`config.mk`:
```
export PLATFORM = sky130hd
export DESIGN_NAME = ex_flat
export DESIGN_NICKNAME = d
export VERILOG_FILES = /design/src/rtl/ex_pkg.sv /design/src/rtl/ex_if.sv /design/src/rtl/ex_div.sv /design/src/rtl/ex.sv /design/src/flat_wrapper.sv
export SDC_FILE = /design/constraint.sdc
export NUM_CORES = 1
export LEC_CHECK = 0
export CAP_MARGIN = 20
export CELL_PAD_IN_SITES_DETAIL_PLACEMENT = 0
export CELL_PAD_IN_SITES_GLOBAL_PLACEMENT = 1
export CORE_ASPECT_RATIO = 1.25
export CORE_MARGIN = 8
export CORE_UTILIZATION = 45
export CTS_BUF_LIST = sky130_fd_sc_hd__clkbuf_16
export DETAILED_ROUTE_END_ITERATION = 10
export GPL_TIMING_DRIVEN = 0
export PLACE_DENSITY_LB_ADDON = 0.2
export SYNTH_ARGS = -nofsm -noshare
export SYNTH_HDL_FRONTEND = slang
export SYNTH_SLANG_ARGS = --single-unit
```
`constraint.sdc`:
```
create_clock -name clk -period 10.3 [get_ports clk]
set_input_delay 2.575 -clock clk [delete_from_list [all_inputs] [get_ports clk]]
set_output_delay 2.575 -clock clk [all_outputs]
set_load 0.05 [all_outputs]
```
`src/rtl/ex_pkg.sv`:
```
// Shared encodings and widths for the execute stage: bus widths, ALU opcodes,
// result-class selects, divider iteration count and divider FSM states.
package ex_pkg;

    localparam int RegBus     = 32;
    localparam int RegAddrBus = 5;
    localparam int AluOpBus   = 8;
    localparam int AluSelBus  = 3;
    localparam int DivCycles  = 32;

    localparam logic [AluOpBus-1:0] OP_NOP  = 8'b0000_0000;
    localparam logic [AluOpBus-1:0] OP_AND  = 8'b0010_0100;
    localparam logic [AluOpBus-1:0] OP_OR   = 8'b0010_0101;
    localparam logic [AluOpBus-1:0] OP_XOR  = 8'b0010_0110;
    localparam logic [AluOpBus-1:0] OP_NOR  = 8'b0010_0111;
    localparam logic [AluOpBus-1:0] OP_SLL  = 8'b0111_1100;
    localparam logic [AluOpBus-1:0] OP_SRL  = 8'b0000_0010;
    localparam logic [AluOpBus-1:0] OP_SRA  = 8'b0000_0011;
    localparam logic [AluOpBus-1:0] OP_ADDU = 8'b0010_0001;
    localparam logic [AluOpBus-1:0] OP_SUBU = 8'b0010_0011;
    localparam logic [AluOpBus-1:0] OP_SLT  = 8'b0010_1010;
    localparam logic [AluOpBus-1:0] OP_SLTU = 8'b0010_1011;
    localparam logic [AluOpBus-1:0] OP_MFHI = 8'b0001_0000;
    localparam logic [AluOpBus-1:0] OP_MFLO = 8'b0001_0010;
    localparam logic [AluOpBus-1:0] OP_DIV  = 8'b0001_1010;
    localparam logic [AluOpBus-1:0] OP_DIVU = 8'b0001_1011;

    localparam logic [AluSelBus-1:0] SEL_NOP   = 3'b000;
    localparam logic [AluSelBus-1:0] SEL_LOGIC = 3'b001;
    localparam logic [AluSelBus-1:0] SEL_SHIFT = 3'b010;
    localparam logic [AluSelBus-1:0] SEL_MOVE  = 3'b011;
    localparam logic [AluSelBus-1:0] SEL_ARITH = 3'b100;

    typedef enum logic [1:0] {
        DIV_FREE   = 2'd0,
        DIV_BYZERO = 2'd1,
        DIV_ON     = 2'd2,
        DIV_END    = 2'd3
    } div_state_e;

    function automatic logic is_div(input logic [AluOpBus-1:0] op);
        return (op == OP_DIV) || (op == OP_DIVU);
    endfunction

endpackage

```
`src/rtl/ex_if.sv`:
```
// ID/EX-to-EX/MEM signal bundle; master is the pipeline side, slave is ex.
interface ex_if;
    import ex_pkg::*;

    logic [AluOpBus-1:0]   aluop_i;
    logic [AluSelBus-1:0]  alusel_i;
    logic [RegBus-1:0]     reg1_i;
    logic [RegBus-1:0]     reg2_i;
    logic [RegAddrBus-1:0] wd_i;
    logic                  wreg_i;
    logic [RegBus-1:0]     hi_i;
    logic [RegBus-1:0]     lo_i;

    logic [RegAddrBus-1:0] wd_o;
    logic                  wreg_o;
    logic [RegBus-1:0]     wdata_o;
    logic                  whilo_o;
    logic [RegBus-1:0]     hi_o;
    logic [RegBus-1:0]     lo_o;
    logic                  stallreq_o;

    modport master (
        output aluop_i, alusel_i, reg1_i, reg2_i, wd_i, wreg_i, hi_i, lo_i,
        input  wd_o, wreg_o, wdata_o, whilo_o, hi_o, lo_o, stallreq_o
    );

    modport slave (
        input  aluop_i, alusel_i, reg1_i, reg2_i, wd_i, wreg_i, hi_i, lo_i,
        output wd_o, wreg_o, wdata_o, whilo_o, hi_o, lo_o, stallreq_o
    );

endinterface

```
`src/rtl/ex_div.sv`:
```
// Iterative restoring divider: 32 ON cycles (+1 accept cycle) per nonzero divide,
// 2 stall cycles for a zero divisor; results valid only in the END cycle.
module div
    import ex_pkg::*;
(
    input  logic              clk,
    input  logic              rst,
    input  logic              div_vld,
    input  logic              signed_op,
    input  logic [RegBus-1:0] op1,
    input  logic [RegBus-1:0] op2,
    output logic              stall,
    output logic              done,
    output logic [RegBus-1:0] quo,
    output logic [RegBus-1:0] rem
);

    div_state_e          state, state_nxt;
    logic [5:0]          cnt;
    logic [2*RegBus:0]   dividend;
    logic [RegBus-1:0]   divisor;
    logic                neg_quo;
    logic                neg_rem;
    logic [RegBus-1:0]   mag1, mag2;
    logic                fits;
    logic [RegBus-1:0]   sub;
    logic [RegBus-1:0]   quo_raw, rem_raw;

    assign mag1 = (signed_op && op1[RegBus-1]) ? (-op1) : op1;
    assign mag2 = (signed_op && op2[RegBus-1]) ? (-op2) : op2;

    // Partial remainder is compared as 33 bits so divisors above 2^31 still work.
    assign fits = dividend[2*RegBus:RegBus] >= {1'b0, divisor};
    assign sub  = RegBus'(dividend[2*RegBus:RegBus] - {1'b0, divisor});

    always_comb begin
        state_nxt = state;
        stall     = 1'b0;
        done      = 1'b0;
        case (state)
            DIV_FREE: begin
                if (div_vld) begin
                    stall     = 1'b1;
                    state_nxt = (op2 == '0) ? DIV_BYZERO : DIV_ON;
                end
            end
            DIV_BYZERO: begin
                stall     = 1'b1;
                state_nxt = DIV_END;
            end
            DIV_ON: begin
                stall = 1'b1;
                if (cnt == 6'(DivCycles - 1))
                    state_nxt = DIV_END;
            end
            DIV_END: begin
                done      = 1'b1;
                state_nxt = DIV_FREE;
            end
            default: state_nxt = DIV_FREE;
        endcase
        if (!rst) begin
            stall = 1'b0;
            done  = 1'b0;
        end
    end

    always_ff @(posedge clk or negedge rst) begin
        if (!rst) begin
            state    <= DIV_FREE;
            cnt      <= '0;
            dividend <= '0;
            divisor  <= '0;
            neg_quo  <= 1'b0;
            neg_rem  <= 1'b0;
        end else begin
            state <= state_nxt;
            case (state)
                DIV_FREE: begin
                    if (div_vld) begin
                        cnt      <= '0;
                        divisor  <= mag2;
                        neg_quo  <= signed_op && (op1[RegBus-1] ^ op2[RegBus-1]);
                        neg_rem  <= signed_op && op1[RegBus-1];
                        dividend <= {{RegBus{1'b0}}, mag1, 1'b0};
                    end
                end
                DIV_BYZERO: dividend <= '0;
                DIV_ON: begin
                    cnt <= cnt + 6'd1;
                    if (fits)
                        dividend <= {sub, dividend[RegBus-1:0], 1'b1};
                    else
                        dividend <= {dividend[2*RegBus-1:0], 1'b0};
                end
                default: ;
            endcase
        end
    end

    assign quo_raw = dividend[RegBus-1:0];
    assign rem_raw = dividend[2*RegBus:RegBus+1];
    assign quo     = done ? (neg_quo ? (-quo_raw) : quo_raw) : '0;
    assign rem     = done ? (neg_rem ? (-rem_raw) : rem_raw) : '0;

endmodule

```
`src/rtl/ex.sv`:
```
// Execute stage: combinational logic/shift/arith/move ALU plus a multi-cycle divider.
// Single-cycle for ALU ops; divides hold upstream via stallreq_o until the END cycle.
module ex
    import ex_pkg::*;
(
    input  logic clk,
    input  logic rst,
    ex_if.slave  bus
);

    logic [RegBus-1:0] logic_res;
    logic [RegBus-1:0] shift_res;
    logic [RegBus-1:0] arith_res;
    logic [RegBus-1:0] move_res;
    logic [4:0]        shamt;
    logic              div_vld;
    logic              div_stall;
    logic              div_done;
    logic [RegBus-1:0] div_quo;
    logic [RegBus-1:0] div_rem;

    assign shamt   = bus.reg1_i[4:0];
    assign div_vld = is_div(bus.aluop_i);

    always_comb begin
        logic_res = '0;
        shift_res = '0;
        arith_res = '0;
        move_res  = '0;
        case (bus.aluop_i)
            OP_AND:  logic_res = bus.reg1_i & bus.reg2_i;
            OP_OR:   logic_res = bus.reg1_i | bus.reg2_i;
            OP_XOR:  logic_res = bus.reg1_i ^ bus.reg2_i;
            OP_NOR:  logic_res = ~(bus.reg1_i | bus.reg2_i);
            OP_SLL:  shift_res = bus.reg2_i << shamt;
            OP_SRL:  shift_res = bus.reg2_i >> shamt;
            OP_SRA:  shift_res = RegBus'($signed(bus.reg2_i) >>> shamt);
            OP_ADDU: arith_res = bus.reg1_i + bus.reg2_i;
            OP_SUBU: arith_res = bus.reg1_i - bus.reg2_i;
            OP_SLT:  arith_res = {{(RegBus-1){1'b0}}, $signed(bus.reg1_i) < $signed(bus.reg2_i)};
            OP_SLTU: arith_res = {{(RegBus-1){1'b0}}, bus.reg1_i < bus.reg2_i};
            OP_MFHI: move_res  = bus.hi_i;
            OP_MFLO: move_res  = bus.lo_i;
            default: ;
        endcase
    end

    always_comb begin
        bus.wdata_o = '0;
        case (bus.alusel_i)
            SEL_LOGIC: bus.wdata_o = logic_res;
            SEL_SHIFT: bus.wdata_o = shift_res;
            SEL_ARITH: bus.wdata_o = arith_res;
            SEL_MOVE:  bus.wdata_o = move_res;
            default:   bus.wdata_o = '0;
        endcase
    end

    div u_div (
        .clk       (clk),
        .rst       (rst),
        .div_vld   (div_vld),
        .signed_op (bus.aluop_i == OP_DIV),
        .op1       (bus.reg1_i),
        .op2       (bus.reg2_i),
        .stall     (div_stall),
        .done      (div_done),
        .quo       (div_quo),
        .rem       (div_rem)
    );

    assign bus.wd_o       = bus.wd_i;
    assign bus.wreg_o     = bus.wreg_i & ~div_vld;
    assign bus.whilo_o    = div_done;
    assign bus.hi_o       = div_rem;
    assign bus.lo_o       = div_quo;
    assign bus.stallreq_o = div_stall;

endmodule

```
`src/flat_wrapper.sv`:
```
// flat-port wrapper written by rule: the top's interface ports become plain ports
module ex_flat import ex_pkg::*;
  (clk, rst, bus_aluop_i, bus_alusel_i, bus_reg1_i, bus_reg2_i, bus_wd_i, bus_wreg_i, bus_hi_i, bus_lo_i, bus_wd_o, bus_wreg_o, bus_wdata_o, bus_whilo_o, bus_hi_o, bus_lo_o, bus_stallreq_o);
  ex_if bus_i ();
  input  logic clk;
  input  logic rst;
  input wire logic [$bits(bus_i.aluop_i)-1:0] bus_aluop_i;
  input wire logic [$bits(bus_i.alusel_i)-1:0] bus_alusel_i;
  input wire logic [$bits(bus_i.reg1_i)-1:0] bus_reg1_i;
  input wire logic [$bits(bus_i.reg2_i)-1:0] bus_reg2_i;
  input wire logic [$bits(bus_i.wd_i)-1:0] bus_wd_i;
  input wire logic [$bits(bus_i.wreg_i)-1:0] bus_wreg_i;
  input wire logic [$bits(bus_i.hi_i)-1:0] bus_hi_i;
  input wire logic [$bits(bus_i.lo_i)-1:0] bus_lo_i;
  output wire logic [$bits(bus_i.wd_o)-1:0] bus_wd_o;
  output wire logic [$bits(bus_i.wreg_o)-1:0] bus_wreg_o;
  output wire logic [$bits(bus_i.wdata_o)-1:0] bus_wdata_o;
  output wire logic [$bits(bus_i.whilo_o)-1:0] bus_whilo_o;
  output wire logic [$bits(bus_i.hi_o)-1:0] bus_hi_o;
  output wire logic [$bits(bus_i.lo_o)-1:0] bus_lo_o;
  output wire logic [$bits(bus_i.stallreq_o)-1:0] bus_stallreq_o;
  assign bus_i.aluop_i = bus_aluop_i;
  assign bus_i.alusel_i = bus_alusel_i;
  assign bus_i.reg1_i = bus_reg1_i;
  assign bus_i.reg2_i = bus_reg2_i;
  assign bus_i.wd_i = bus_wd_i;
  assign bus_i.wreg_i = bus_wreg_i;
  assign bus_i.hi_i = bus_hi_i;
  assign bus_i.lo_i = bus_lo_i;
  assign bus_wd_o = bus_i.wd_o;
  assign bus_wreg_o = bus_i.wreg_o;
  assign bus_wdata_o = bus_i.wdata_o;
  assign bus_whilo_o = bus_i.whilo_o;
  assign bus_hi_o = bus_i.hi_o;
  assign bus_lo_o = bus_i.lo_o;
  assign bus_stallreq_o = bus_i.stallreq_o;
  ex u_core (.clk(clk), .rst(rst), .bus(bus_i));
endmodule
```
* Word-level counts from Yosys, hierarchy flattened
Cells that the tools add are included.
** Cells by class
- Add/subtract/negate cells :: 8
- Order comparisons :: 3
- Equal/unequal tests :: 25
- Shift-type cells :: 3
- Mux-type cells :: 25
- Bitwise operators :: 7
- Reductions and logical operators :: 13
** Operators by type and width (number)
- 32-bit one-hot mux with 4 select lines :: 3
- 65-bit one-hot mux with 3 select lines :: 1
- 32-bit 2-to-1 mux :: 6
- 65-bit 2-to-1 mux :: 2
- 32-bit negator :: 4
- 32-bit one-hot mux with 3 select lines :: 1
- 8-bit by 6-bit == test with 1-bit output (second input constant) :: 8
- 32-bit < comparator :: 2
- 32-bit one-hot mux with 2 select lines :: 1
- 32-bit subtractor :: 2
- 33-bit by 32-bit >= comparator with 1-bit output :: 1
- 32-bit adder :: 1
- 32-bit bitwise AND :: 1
- 8-bit by 5-bit == test with 1-bit output (second input constant) :: 4
- 32-bit logical NOT :: 1
- 32-bit inverter :: 1
- 32-bit OR :: 1
- 32-bit by 5-bit << shifter with 32-bit output :: 1
- 32-bit by 5-bit >> shifter with 32-bit output :: 1
- 32-bit by 5-bit >>> shifter with 32-bit output :: 1
- 32-bit bitwise XOR :: 1
- 8-bit by 2-bit == test with 1-bit output (second input constant) :: 2
- 6-bit one-hot mux with 2 select lines :: 1
- 8-bit by 7-bit == test with 1-bit output (second input constant) :: 1
- 24 further kinds :: 36
** Word-level totals
- Register bits :: 107
- Input port bits :: 147
- Output and inout bits :: 104
- Logic and storage cells :: 90

* Logic depth before layout (Yosys ltp)
- Depth in word-level cells :: 5
- Depth in mapped cells :: 16
- Gate-level depth less buffers :: 14

* By module
A second synthesis with hierarchy kept.
** Second synthesis, totals
- Cell total of the unflattened synthesis :: 2717
- Area, all modules :: 18958.2 sq um
** By module, submodules not included
- ex :: instances 1, cells an instance 1462, area an instance 9605.5 sq um, sequential area each 0.0 sq um
- div :: instances 1, cells an instance 1255, area an instance 9352.7 sq um, sequential area each 2677.6 sq um

* Worst setup path after synthesis
Ideal clock, no wire load.
- Path kind :: input-to-output
- From :: input bus_reg1_i[2]
- To :: output bus_wdata_o[30]
- Arrival time :: 6.703 ns
- Required time :: 7.725 ns
- Path slack :: 1.022 ns
- Stages on the path :: 16
- Buffers on the path :: 4
- Path through :: clkbuf_1 > inv_1 > clkbuf_1 > clkbuf_1 > clkbuf_1 > ha_1 > nor2b_1 > o21ai_0 > a31oi_1 > o21ai_1 > o21ai_1 > a221oi_1 > o41ai_1 > o2bb2ai_1 > xnor2_1 > o21ai_0
** Between the ends
- Word-level cells in the longest chain between the ends :: 3
- Elaborated cells between the ends (all ways) :: 8
- Those cells by class :: add/sub (2); shift (3); mux (3)
** Ends and longest elaborated chain
- start: declaration :: RTL line flat_wrapper.sv:9 : input wire logic [$bits(bus_i.reg1_i)-1:0] bus_reg1_i;
- 32-bit subtractor, or another cell as far along :: RTL line ex.sv:39 : OP_SUBU: arith_res = bus.reg1_i - bus.reg2_i;
- 32-bit one-hot mux with 4 select lines / 32-bit one-hot mux with 3 select lines (equally long branches) :: RTL line ex.sv:30 : case (bus.aluop_i)
- 32-bit one-hot mux with 4 select lines * :: RTL line ex.sv:50 : case (bus.alusel_i)
- end: declaration :: RTL line flat_wrapper.sv:17 : output wire logic [$bits(bus_i.wdata_o)-1:0] bus_wdata_o;
Mark *: on every way between the ends. The rest lies on a longest branch, timed or not.

* Worst setup path in the final report
- From :: input bus_reg2_i[10]
- To :: output bus_wdata_o[29]
** Between the ends
- Word-level cells in the longest chain between the ends :: 3
- Elaborated cells between the ends (all ways) :: 8
- Those cells by class :: add/sub (2); shift (3); mux (3)
** Ends and longest elaborated chain
- start: declaration :: RTL line flat_wrapper.sv:10 : input wire logic [$bits(bus_i.reg2_i)-1:0] bus_reg2_i;
- 32-bit subtractor, or another cell as far along :: RTL line ex.sv:39
- 32-bit one-hot mux with 4 select lines / 32-bit one-hot mux with 3 select lines (equally long branches) :: RTL line ex.sv:30
- 32-bit one-hot mux with 4 select lines * :: RTL line ex.sv:50
Marks and branches as above.

==> impl_results.md <==
* Mux cell area share after synthesis at 10.48%
* CTS tree: done
* Ports at 251
* Starting Density at 45.64%
* EDFF count, synth at 0
* LEAKAGE at between 8 and 9 nW
* Initial antenna violation count at 2
* Status: complete, but fails checks
* Nets at 3110
* Global placement routability congestion at 1.131
* Yosys warning count at 0
* Seq/Total Area, Yosys at between 10% and 20%
* Setup CP Type: input port to primary output
* Post-synthesis compound-gate area fraction at around 29%
* Max cap viols at 0
* Total track usage at 37.96%
* Number of global-route vias before repair at 21450
* Cells after Synth at 2564
* Drt pass-1 iters at 6
* Rel. slew slack at 19.70%
* Async SR Flop Fraction at 100.0%
* Worst EP required at 7.73 ns
* RSZ-0062 raised after global routing: yes
* Layout area overhead at 19.63%
* Min cycle time layout at 10.30 ns
* Hold Fails Final Rpt at 0
* Clock Path Buffers at 2
* Startpoint types: input port
* Final Non-Filler Cells at 3373
* Post-Syn Area at 0.01831 mm^2
* Final setup fails at 1
* Critical Path Fanout Max at 10
* CTS root buf: clkbuf_16
* Post-Route WL at 94010 um
* H-Tree Depth at 3
* Failing checks: negative setup slack
* Insertion delay to the later sink of the worst-skew pair at 0.38 ns
* Clock-pin slew on the worst setup and hold paths at about 0.070 ns
* Routed Antenna Nets at 0
* First DRT Iteration DRCs at between 2000 and 3000
* Post-synthesis adder-cell area fraction at 9.758%
* Die Width at 196.4 um
* PwrDens at between 100 and 150 mW/mm^2
* Final worst-path cycle share at 100.0%
* FF+latch count, synth at 107
* Avg Inst Size Synth at a little over 7 um^2
* Syn Nets at 2852
* Drt wl/cell at between 20 and 30 um
* Synth cell types at 82
* Total CTS buffers at 9
* Placed insts at ~3400
* Core footprint at 0.04012 mm^2
* Hold Path Class: register to register
* Fin. max-slew vios at 0
* Synth Area in XOR/XNOR at a little under 10%
* Die H at 241.5 um
* First-pass GRT wire length at about 140000 um
* Routed vias at 22090
* Drt via density at 6.550
* Primary FF master, synth: dfrtp_1
* Simple-gate share of the synthesized area at 19.41%
* Clock sink total at around 110
* Max Freq at just under 100 MHz
* Ant. Diodes at 0
* WP data arrival at 7.73 ns
* Std-Cell Rows at 82
* Final worst slack at -0.002145 ns
* Die area at 0.04744 mm^2
* Fraction of layout cells with a size suffix above 1 at 4.846%
* Largest net degree at the start of global routing at 70
* # fillers at 3998
* I/O Buffers at 242
* Clock skew at 0.01688 ns
* Largest family of logic cells by synthesized area: compound AO/OA/AOI/OAI gates
* HPWL Detailed at ~75000 um
* Gr ovfl total at 0
* Worst hold margin at 0.4826 ns
* CTS Hold Buffers Added at 0
* Top cell type's share of synthesized area at 14.62%
* Setup TNS at -0.002145 ns
* Slew @ Worst Pin at around 1.2 ns
* Synth area leaders: dfrtp_1 (15%), ha_1 (9.4%), a21oi_1 (6.8%), mux2i_1 (6.7%), o21ai_0 (6.3%)
* DRC viols at 0
* CP Capture Type: primary output
* VDD IR-drop max at 0.1240 mV
* Synth area leader: dfrtp_1
## path summary, 6_finish.rpt
| kind | start | to | slack [ns] | depth (start not counted) |
|---|---|---|---|---|
| setup / recovery | bus_reg2_i[10] | bus_wdata_o[29] | -0.002 | 15 |
| hold / removal | u_core.u_div.divisor[19] | u_core.u_div.divisor[19] | 0.48 | 2 |
| setup reg to reg | u_core.u_div.dividend[47] | u_core.u_div.dividend[63] | 6.18 | 12 |
| hold reg to reg | u_core.u_div.divisor[19] | u_core.u_div.divisor[19] | 0.48 | 2 |
| max in group asynchronous | rst | u_core.u_div.dividend[14] | 7.41 | 2 |
| min in group asynchronous | rst | u_core.u_div.dividend[42] | 2.19 | 1 |
## layer usage
layer | global-route usage (%) | vias to the layer above | wire, um
met5 | 0 | - | 24
met4 | 27.84 | 4 | 8338
met3 | 8.533 | 359 | 9444
met2 | 60.62 | 1410 | 41750
met1 | 44.08 | 10550 | 34460
li1 | - | 9772 | -
## cell families after synthesis
kind of cell               after synthesis
muxes                                  157
buffers and inverters                  331
xor gates and xnor gates               201
and+or+nand+nor                        775
adders and majority gates              141
DFF                                    107
AOI/OAI and AO/OA                      852
## Yosys cell counts (all sizes together), types with 22 or more instances
master  number
inv        142
mux2i      123
a22oi       30
o31ai       40
buf         41
ha         138
o22ai       40
clkbuf     148
o41ai       22
nor2b       22
o21ai      257
nor4        24
nor3        50
dfrtp      107
xnor2      128
mux4        27
nand4       25
a21o        23
nand3       30
nand2b      32
a21oi      249
nand2      214
xor2        73
nor2       295
## area by class of cell
class	instances	area, um^2	area share [%]
Multi-Input combinational cell	2126	14430	65.87
Inverter	142	544.3	2.485
Clock buffer	9	225.2	1.028
Tap cell	546	683.2	3.119
Timing Repair Buffer	251	2505	11.44
Sequential cell	107	2678	12.22
Buffer	185	759.5	3.467
Clock inverter	7	81.33	0.3713
## metrics by stage
step / total power, mW / utilization [%] / setup slack, ns / cell area [um^2]
2_1_floorplan: 1.676 / - / 1.022 / 18310
3_3_place_gp: 2.203 / 53.38 / -1.744 / 21420
3_5_place_dp: 2.228 / 53.46 / -1.578 / 21450
4_1_cts: 2.587 / 54.32 / -0.02676 / 21790
5_1_grt: 2.794 / 54.60 / -0.03842 / 21900
6_report: 2.640 / 54.60 / -0.002145 / 21900
## critical path, stage by stage
cell and delay [ns]:
clkdlybuf4s50_1 0.55, clkbuf_1 0.71, inv_1 0.43, ha_1 0.40
buf_2 0.19, a21oi_1 0.14, o21ai_0 0.18, a311o_1 0.40
o21ai_1 0.32, o31ai_1 0.15, or2_2 0.35, a2111o_1 0.43
o311a_1 0.13, a31oi_1 0.31, clkdlybuf4s15_2 0.44
## report_power, final
group	internal (mW)	switching [mW]	total (mW)
clock	0.192	0.165	0.357
combinational	0.575	1.10	1.68
sequential	0.504	0.102	0.606
## flip-flops by register name, summed over array words and instances (netlist names)
signal,flops
u_core.u_div.cnt,6
u_core.u_div.dividend,65
u_core.u_div.divisor,32
u_core.u_div.neg_quo,1
u_core.u_div.neg_rem,1
u_core.u_div.state,2
## repair_timing
action / 4_1_cts / 5_1_grt
buffers inserted: 1 / 5
gates resized for setup: 50 / 35
hold endpoints to repair: 0 / 0
pin swaps: 0 / 1
cloned: 0 / 0
setup endpoints to repair: 28 / 22
## layout by cell type (no fill, tap or decap), types with 12 or more instances in the layout
cell / netlist / routed
o21ai_1: 27 / 26
o41ai_1: 21 / 19
nor2b_1: 22 / 22
nand2_1: 213 / 212
nor3_1: 50 / 50
o211ai_1: 20 / 20
a31oi_1: 17 / 17
a21oi_1: 249 / 248
o31ai_1: 39 / 39
clkdlybuf4s50_1: 0 / 223
nand3_1: 30 / 30
or4_1: 17 / 17
a22oi_1: 30 / 30
a221o_1: 13 / 13
buf_4: 5 / 13
o22ai_1: 40 / 40
clkbuf_1: 148 / 135
a211oi_1: 14 / 14
nand4_1: 25 / 25
a21o_1: 23 / 23
nor4_1: 23 / 22
xor2_1: 73 / 73
or3_1: 20 / 20
o21ai_0: 230 / 229
mux4_2: 27 / 27
dfrtp_1: 107 / 107
ha_1: 138 / 136
a221oi_1: 15 / 12
nand2b_1: 32 / 32
o21bai_1: 19 / 19
a211o_1: 13 / 13
nor2_1: 294 / 294
inv_1: 138 / 135
mux2i_1: 123 / 123
xnor2_1: 128 / 127
buf_1: 24 / 22
No activity file was read; power rests on OpenSTA's default activity.
